### src/rtl/nonrestoring_div_seq.sv
// Sequential non-restoring unsigned divider: one quotient bit per clock,
// followed by a single remainder-correction cycle.
module nonrestoring_div_seq #(
    parameter int WIDTH = 8
) (
    input  logic             clk,
    input  logic             rst_n,
    input  logic             start,
    input  logic [WIDTH-1:0] dividend,
    input  logic [WIDTH-1:0] divisor,
    output logic             busy,
    output logic             done,
    output logic [WIDTH-1:0] quotient,
    output logic [WIDTH-1:0] remainder,
    output logic             div_by_zero,
    output logic [1:0]       dbg_state
);

    localparam int CW = $clog2(WIDTH + 1);

    typedef enum logic [1:0] {IDLE, CALC, FIX, DONE} state_t;

    // Handshake: start is accepted only on an edge where busy=0; done is a
    // single-cycle pulse and the result registers hold until the next done.
    state_t state, state_nx;

    logic [WIDTH:0]   r;
    logic [WIDTH-1:0] q;
    logic [WIDTH-1:0] d;
    logic [CW-1:0]    cnt;

    logic             sub;
    logic [WIDTH:0]   r_sh;
    logic [WIDTH:0]   d_op;
    logic [WIDTH:0]   r_new;
    logic [WIDTH:0]   r_fix;

    // Controlled add/subtract row: sub inverts D and supplies the carry-in.
    always_comb begin
        sub   = ~r[WIDTH];
        r_sh  = {r[WIDTH-1:0], q[WIDTH-1]};
        d_op  = {1'b0, d} ^ {(WIDTH+1){sub}};
        r_new = r_sh + d_op + {{WIDTH{1'b0}}, sub};
        r_fix = r[WIDTH] ? (r + {1'b0, d}) : r;
    end

    always_ff @(posedge clk or negedge rst_n) begin
        if (!rst_n) begin
            state <= IDLE;
        end else begin
            state <= state_nx;
        end
    end

    always_comb begin
        state_nx = state;
        busy     = 1'b1;
        done     = 1'b0;
        case (state)
            IDLE: begin
                busy = 1'b0;
                if (start) begin
                    state_nx = (divisor == '0) ? DONE : CALC;
                end
            end
            CALC: begin
                if (cnt == CW'(WIDTH - 1)) begin
                    state_nx = FIX;
                end
            end
            FIX: begin
                state_nx = DONE;
            end
            DONE: begin
                done     = 1'b1;
                state_nx = IDLE;
            end
            default: begin
                state_nx = IDLE;
            end
        endcase
    end

    assign dbg_state = state;

    always_ff @(posedge clk or negedge rst_n) begin
        if (!rst_n) begin
            r           <= '0;
            q           <= '0;
            d           <= '0;
            cnt         <= '0;
            quotient    <= '0;
            remainder   <= '0;
            div_by_zero <= 1'b0;
        end else begin
            case (state)
                IDLE: begin
                    if (start) begin
                        if (divisor == '0) begin
                            quotient    <= '1;
                            remainder   <= dividend;
                            div_by_zero <= 1'b1;
                        end else begin
                            d           <= divisor;
                            q           <= dividend;
                            r           <= '0;
                            cnt         <= '0;
                            div_by_zero <= 1'b0;
                        end
                    end
                end
                CALC: begin
                    r   <= r_new;
                    q   <= {q[WIDTH-2:0], ~r_new[WIDTH]};
                    cnt <= cnt + CW'(1);
                end
                FIX: begin
                    r         <= r_fix;
                    quotient  <= q;
                    remainder <= r_fix[WIDTH-1:0];
                end
                default: begin
                end
            endcase
        end
    end

endmodule
### config.mk
export PLATFORM = sky130hd
export DESIGN_NAME = nonrestoring_div_seq
export DESIGN_NICKNAME = d
export VERILOG_FILES = /design/src/rtl/nonrestoring_div_seq.sv
export SDC_FILE = /design/constraint.sdc
export NUM_CORES = 1
export LEC_CHECK = 0
export ABC_AREA = 0
export BUFFER_PORTS_ARGS = -buffer_cell sky130_fd_sc_hd__buf_2
export CORE_MARGIN = 1.5
export CORE_UTILIZATION = 60
export DETAILED_ROUTE_END_ITERATION = 12
export GPL_TIMING_DRIVEN = 0
export PLACE_DENSITY_LB_ADDON = 0.1
export SYNTH_ARGS = -nofsm -noshare
export SYNTH_HDL_FRONTEND = slang
export SYNTH_SLANG_ARGS = --single-unit
### constraint.sdc
create_clock -name clk -period 3.8 [get_ports clk]
set_clock_uncertainty 0.1 [all_clocks]
set_input_delay 0.38 -clock clk [delete_from_list [all_inputs] [get_ports clk]]
set_output_delay 0.38 -clock clk [all_outputs]
set_load 0.1 [all_outputs]
Word level (Yosys, flattened, before mapping). Cells that the tools add are included. Widths: inputs -> output; s select.

Register bits: 48. Input port bits: 19.

Add/sub/neg operators: 4. Equality and inequality tests: 8. Muxes and demuxes: 23. Bitwise logic cells: 4. Reductions and logical operators: 11.

Operators by type and width (number): $mux 8 (6); $pmux 8 s2 (3); $mux 9 (3); $pmux 9 s3 (1); $reduce_and 3->1 (4); $add 9x1->9 (1); $add 9x8->9 (1); $add 9x9->9 (1); $xor 8x9->9 (1); $logic_not 8->1 (1); $mux 4 (2); $ne 2x2->1 const B (4); $pmux 2 s4 (1); $pmux 4 s2 (1); $mux 2 (3); $add 4x1->4 const B (1); $eq 2x2->1 const B (2); $eq 4x3->1 const B (1); $reduce_and 2->1 (2); $reduce_bool 2->1 (2); $mux 1 (3); $not 1->1 (3); $reduce_bool 3->1 (1); $eq 2x1->1 const B (1); $logic_not 2->1 (1).

Logic depth before layout (Yosys ltp).
Depth in word-level cells: 6. Gate-level depth with buffers: 10.

Worst setup path before layout. OpenSTA, ideal clock, no wires.

Path kind: flip-flop to flip-flop. Start: register state[0] (netlist: dbg_state[0]). End: register remainder[2]. Setup time: 0.120 ns. Arrival: 2.771 ns. Data required time: 3.580 ns. Path slack: 0.810 ns. Stages on the path, launching flop included: 8. Period minus slack after synthesis: 2.990 ns. Path through: dfrtp_1 > inv_1 > ha_1 > buf_2 > inv_1 > a21oi_1 > buf_2 > a21o_1.

Longest elaborated chain between the ends: 3. Elaborated cells on any way between the ends: 7. Those cells by class: eq/ne (3); mux (1); reduce/logical (3).

Ends and longest elaborated chain: start, declared (line 25) `state_t state, state_nx;`; start signal, assigned (line 51) `state <= state_nx;`; $eq 2x2->1 or $logic_not 2->1 (tied branches) (line 96) `case (state)`; $reduce_bool 2->1 (no source line) or $ne 2x2->1 (tied branches); $reduce_and 3->1 (no source line); end signal, assigned (line 101) `remainder <= dividend;`; end signal, assigned (line 120) `remainder <= r_fix[WIDTH-1:0];`; end, declared (line 14) `output logic [WIDTH-1:0] remainder,`.

Several ways; a longest one is shown, not always the timed one. A chain may end at the register's enable or synchronous reset.

Final worst setup path.
Start: register r[8]. End: register r[8].

Longest elaborated chain between the ends: 5. Elaborated cells on any way between the ends: 7. Those cells by class: add/sub (3); mux (2); bitwise (2).

Ends and longest elaborated chain: start, declared (line 27) `logic [WIDTH:0] r;`; start signal, assigned (line 113) `r <= r_new;`; start signal, assigned (line 118) `r <= r_fix;`; $not 1->1 (line 40) `sub = ~r[WIDTH];`; $xor 8x9->9 (line 42) `d_op = {1'b0, d} ^ {(WIDTH+1){sub}};`; $add 9x9->9 (line 43) `r_new = r_sh + d_op + {{WIDTH{1'b0}}, sub};`; $add 9x1->9 (line 43); $pmux 9 s3 * (line 96).

Every way passes the cells marked *; elsewhere a longest branch is shown, timed or not.

==> metrics.yaml <==
netlist_instances: 342
final_cell_mix: "nand2_1 (54), dfrtp_1 (48), buf_2 (43)"
grt_pass1_vias: 2556
slew_viol_final: 0
overflow: 0
cp_max_fo: 10
post-route-min-period_ns: 3.12
viasPerCell: 5.92
cp.arrival_ns: 3.23
rows: 26
ios: 40
grt_start_max_net_pins: 49
timing.slew.headroom_pct: 28.6
wire_per_inst_um: 16.6
required_ns: 3.90
post_cts_buffers: 0
syn-num-nets: 385
die_area_um2: 5660
drt_wl_total_um: 7640
die_y_um: 75.3
dp_slack_ns: 0.727
nets: 431
first_pass_iters: 7
antenna_found_initial: 0
ctsHoldBuffers: 0
hpwl_um: 5710
instances_no_fill: 459
hold_violations: 0
cts_tree: "done"
grt_pass1_wl_um: 12200
period_share_pct: 82.2
rsz0062_at_grt: "false"
die_w_um: 75.3
syn_area_um2: 3130
cts_inserted_buffers: 5
diodes: 0
ctsResizeCount: 0
max-cap-violations: 0
drt_iter0_markers: 238
synth-main-ff-cell: "dfrtp_1"
clock_latency_ns: 0.30
drc: 0
min_path_type: "in2async"
ant_nets: 0
num_vias: 2717
synth-edff-count: 0
port_buffers: 39
syn_avg_cell_area_um2: 9.16
start_util_pct: 61.7
cts_htree_levels: 2
drive_gt1_share_pct: 19.5
finalSetupViolCount: 0
dp_cells: 451
status: "finished, final reports clean"
setup_tns_ns: 0
worstMarginPinSlew_ns: 1.07
start_kind: "flip-flop"
mostFrequentLayoutCell: "nand2_1"
yosysWarnings: 0
ys_async_sr_fraction_pct: 100
fmax_mhz: 320
yosysSeqAreaShare_pct: 38.3
design.core.area_um2: 5070
synth-seq-cells: 48
timing.final.ws_setup_ns: 0.677
whs_ns: 0.160
cts_sinks: 48
clk_pin_slew_ns: 0.09
cts_root_buf: "clkbuf_8"
track_usage_pct: 28.9
endpoint_kind: "flip-flop"
syn_to_final_growth_pct: 13.4
ys_types: 54
globalplace.congestion: 0.878
cts_buffer_depth: 2
critPathKind: "reg2reg"
## flip-flops by register name, summed over array words and instances, names as in the netlist
register and flops:
r 9, div_by_zero 1, dbg_state 2, quotient 8, remainder 8, cnt 4
d 8, q 8
## per-layer routing
metal	global-route usage, %	vias to the layer above	wire [µm]
met5	0	-	0
met4	6.94	0	88
met3	4.82	9	444
met2	48.3	104	3620
met1	39.4	1305	3480
li1	-	1299	-
## stage by stage
| step | utilization, % | instance area [µm²] |
|---|---|---|
| 5_1_grt | 70.0 | 3550 |
| 6_report | 70.0 | 3550 |
| 3_5_place_dp | 67.3 | 3420 |
| 3_3_place_gp | 67.3 | 3420 |
| 2_1_floorplan | - | 3130 |
| 4_1_cts | 70.0 | 3550 |
## path summary, 6_finish.rpt
check	endpoint	from	slack, ns	cells past startpoint
max	r[8]$_DFFE_PN0P_	r[8]$_DFFE_PN0P_	0.68	10
min	r[5]$_DFFE_PN0P_	rst_n	0.16	1
max reg2reg	r[8]$_DFFE_PN0P_	r[8]$_DFFE_PN0P_	0.68	10
min reg2reg	remainder[3]$_DFFE_PN0P_	remainder[3]$_DFFE_PN0P_	0.38	1
max in group asynchronous	cnt[0]$_DFFE_PN0P_	rst_n	2.78	1
min in group clk	d[6]$_DFFE_PN0P_	divisor[6]	0.17	3
## synth_stat cells, types with 2 or more instances
cell type	instances	share of area, %
nand2_1	54	6.5
ha_1	22	8.8
o31ai_1	3	0.72
dfrtp_1	48	38
xor2_1	3	0.84
o21a_1	3	0.72
or2_2	2	0.40
a211oi_1	6	1.4
or4_4	2	0.72
o21bai_1	2	0.48
mux2i_1	11	3.5
o21ai_0	22	3.5
nand3_1	2	0.32
nor2_1	23	2.8
clkbuf_1	5	0.60
buf_6	4	1.4
inv_1	22	2.6
o21ai_2	6	1.7
o22ai_1	3	0.60
a31oi_1	15	3.0
fa_1	2	1.3
nor3_1	4	0.64
nand2b_1	3	0.60
a21oi_1	17	2.7
a21o_1	9	2.2
nor2b_1	2	0.40
xnor2_1	14	3.9
a32o_1	2	0.64
mux2_2	3	1.1
buf_2	4	0.64
## layout make-up
class                           count  area, µm²
Multi-Input combinational cell    257       1750
Sequential cell                    48       1200
Buffer                             15       95.1
Clock inverter                      3       68.8
Inverter                           22       82.6
Clock buffer                        5       68.8
Tap cell                           70       87.6
Fill cell                         420       1520
Timing Repair Buffer               39        195
## critical path: stages (launching register included)
cell and delay [ns]:
dfrtp_1 0.41, buf_2 0.27, buf_1 0.50, xnor2_1 0.21, fa_1 0.46, a21oi_1 0.18
o21ai_0 0.17, nand3_1 0.13, a21oi_1 0.09, xnor2_1 0.18, o41ai_1 0.31
## cell families after synthesis
family	after synthesis	share of synthesized area, %
AOI/OAI and AO/OA	105	23.1
DFF	48	38.3
muxes	14	4.59
xor gates and xnor gates	17	4.75
and+or+nand+nor	97	13.5
buffers and inverters	37	5.67
adders and majority gates	24	10.1
Power is left out: the tool's default activity adds up to more than one toggle a clock period on the data nets, which glitch-free logic cannot reach.
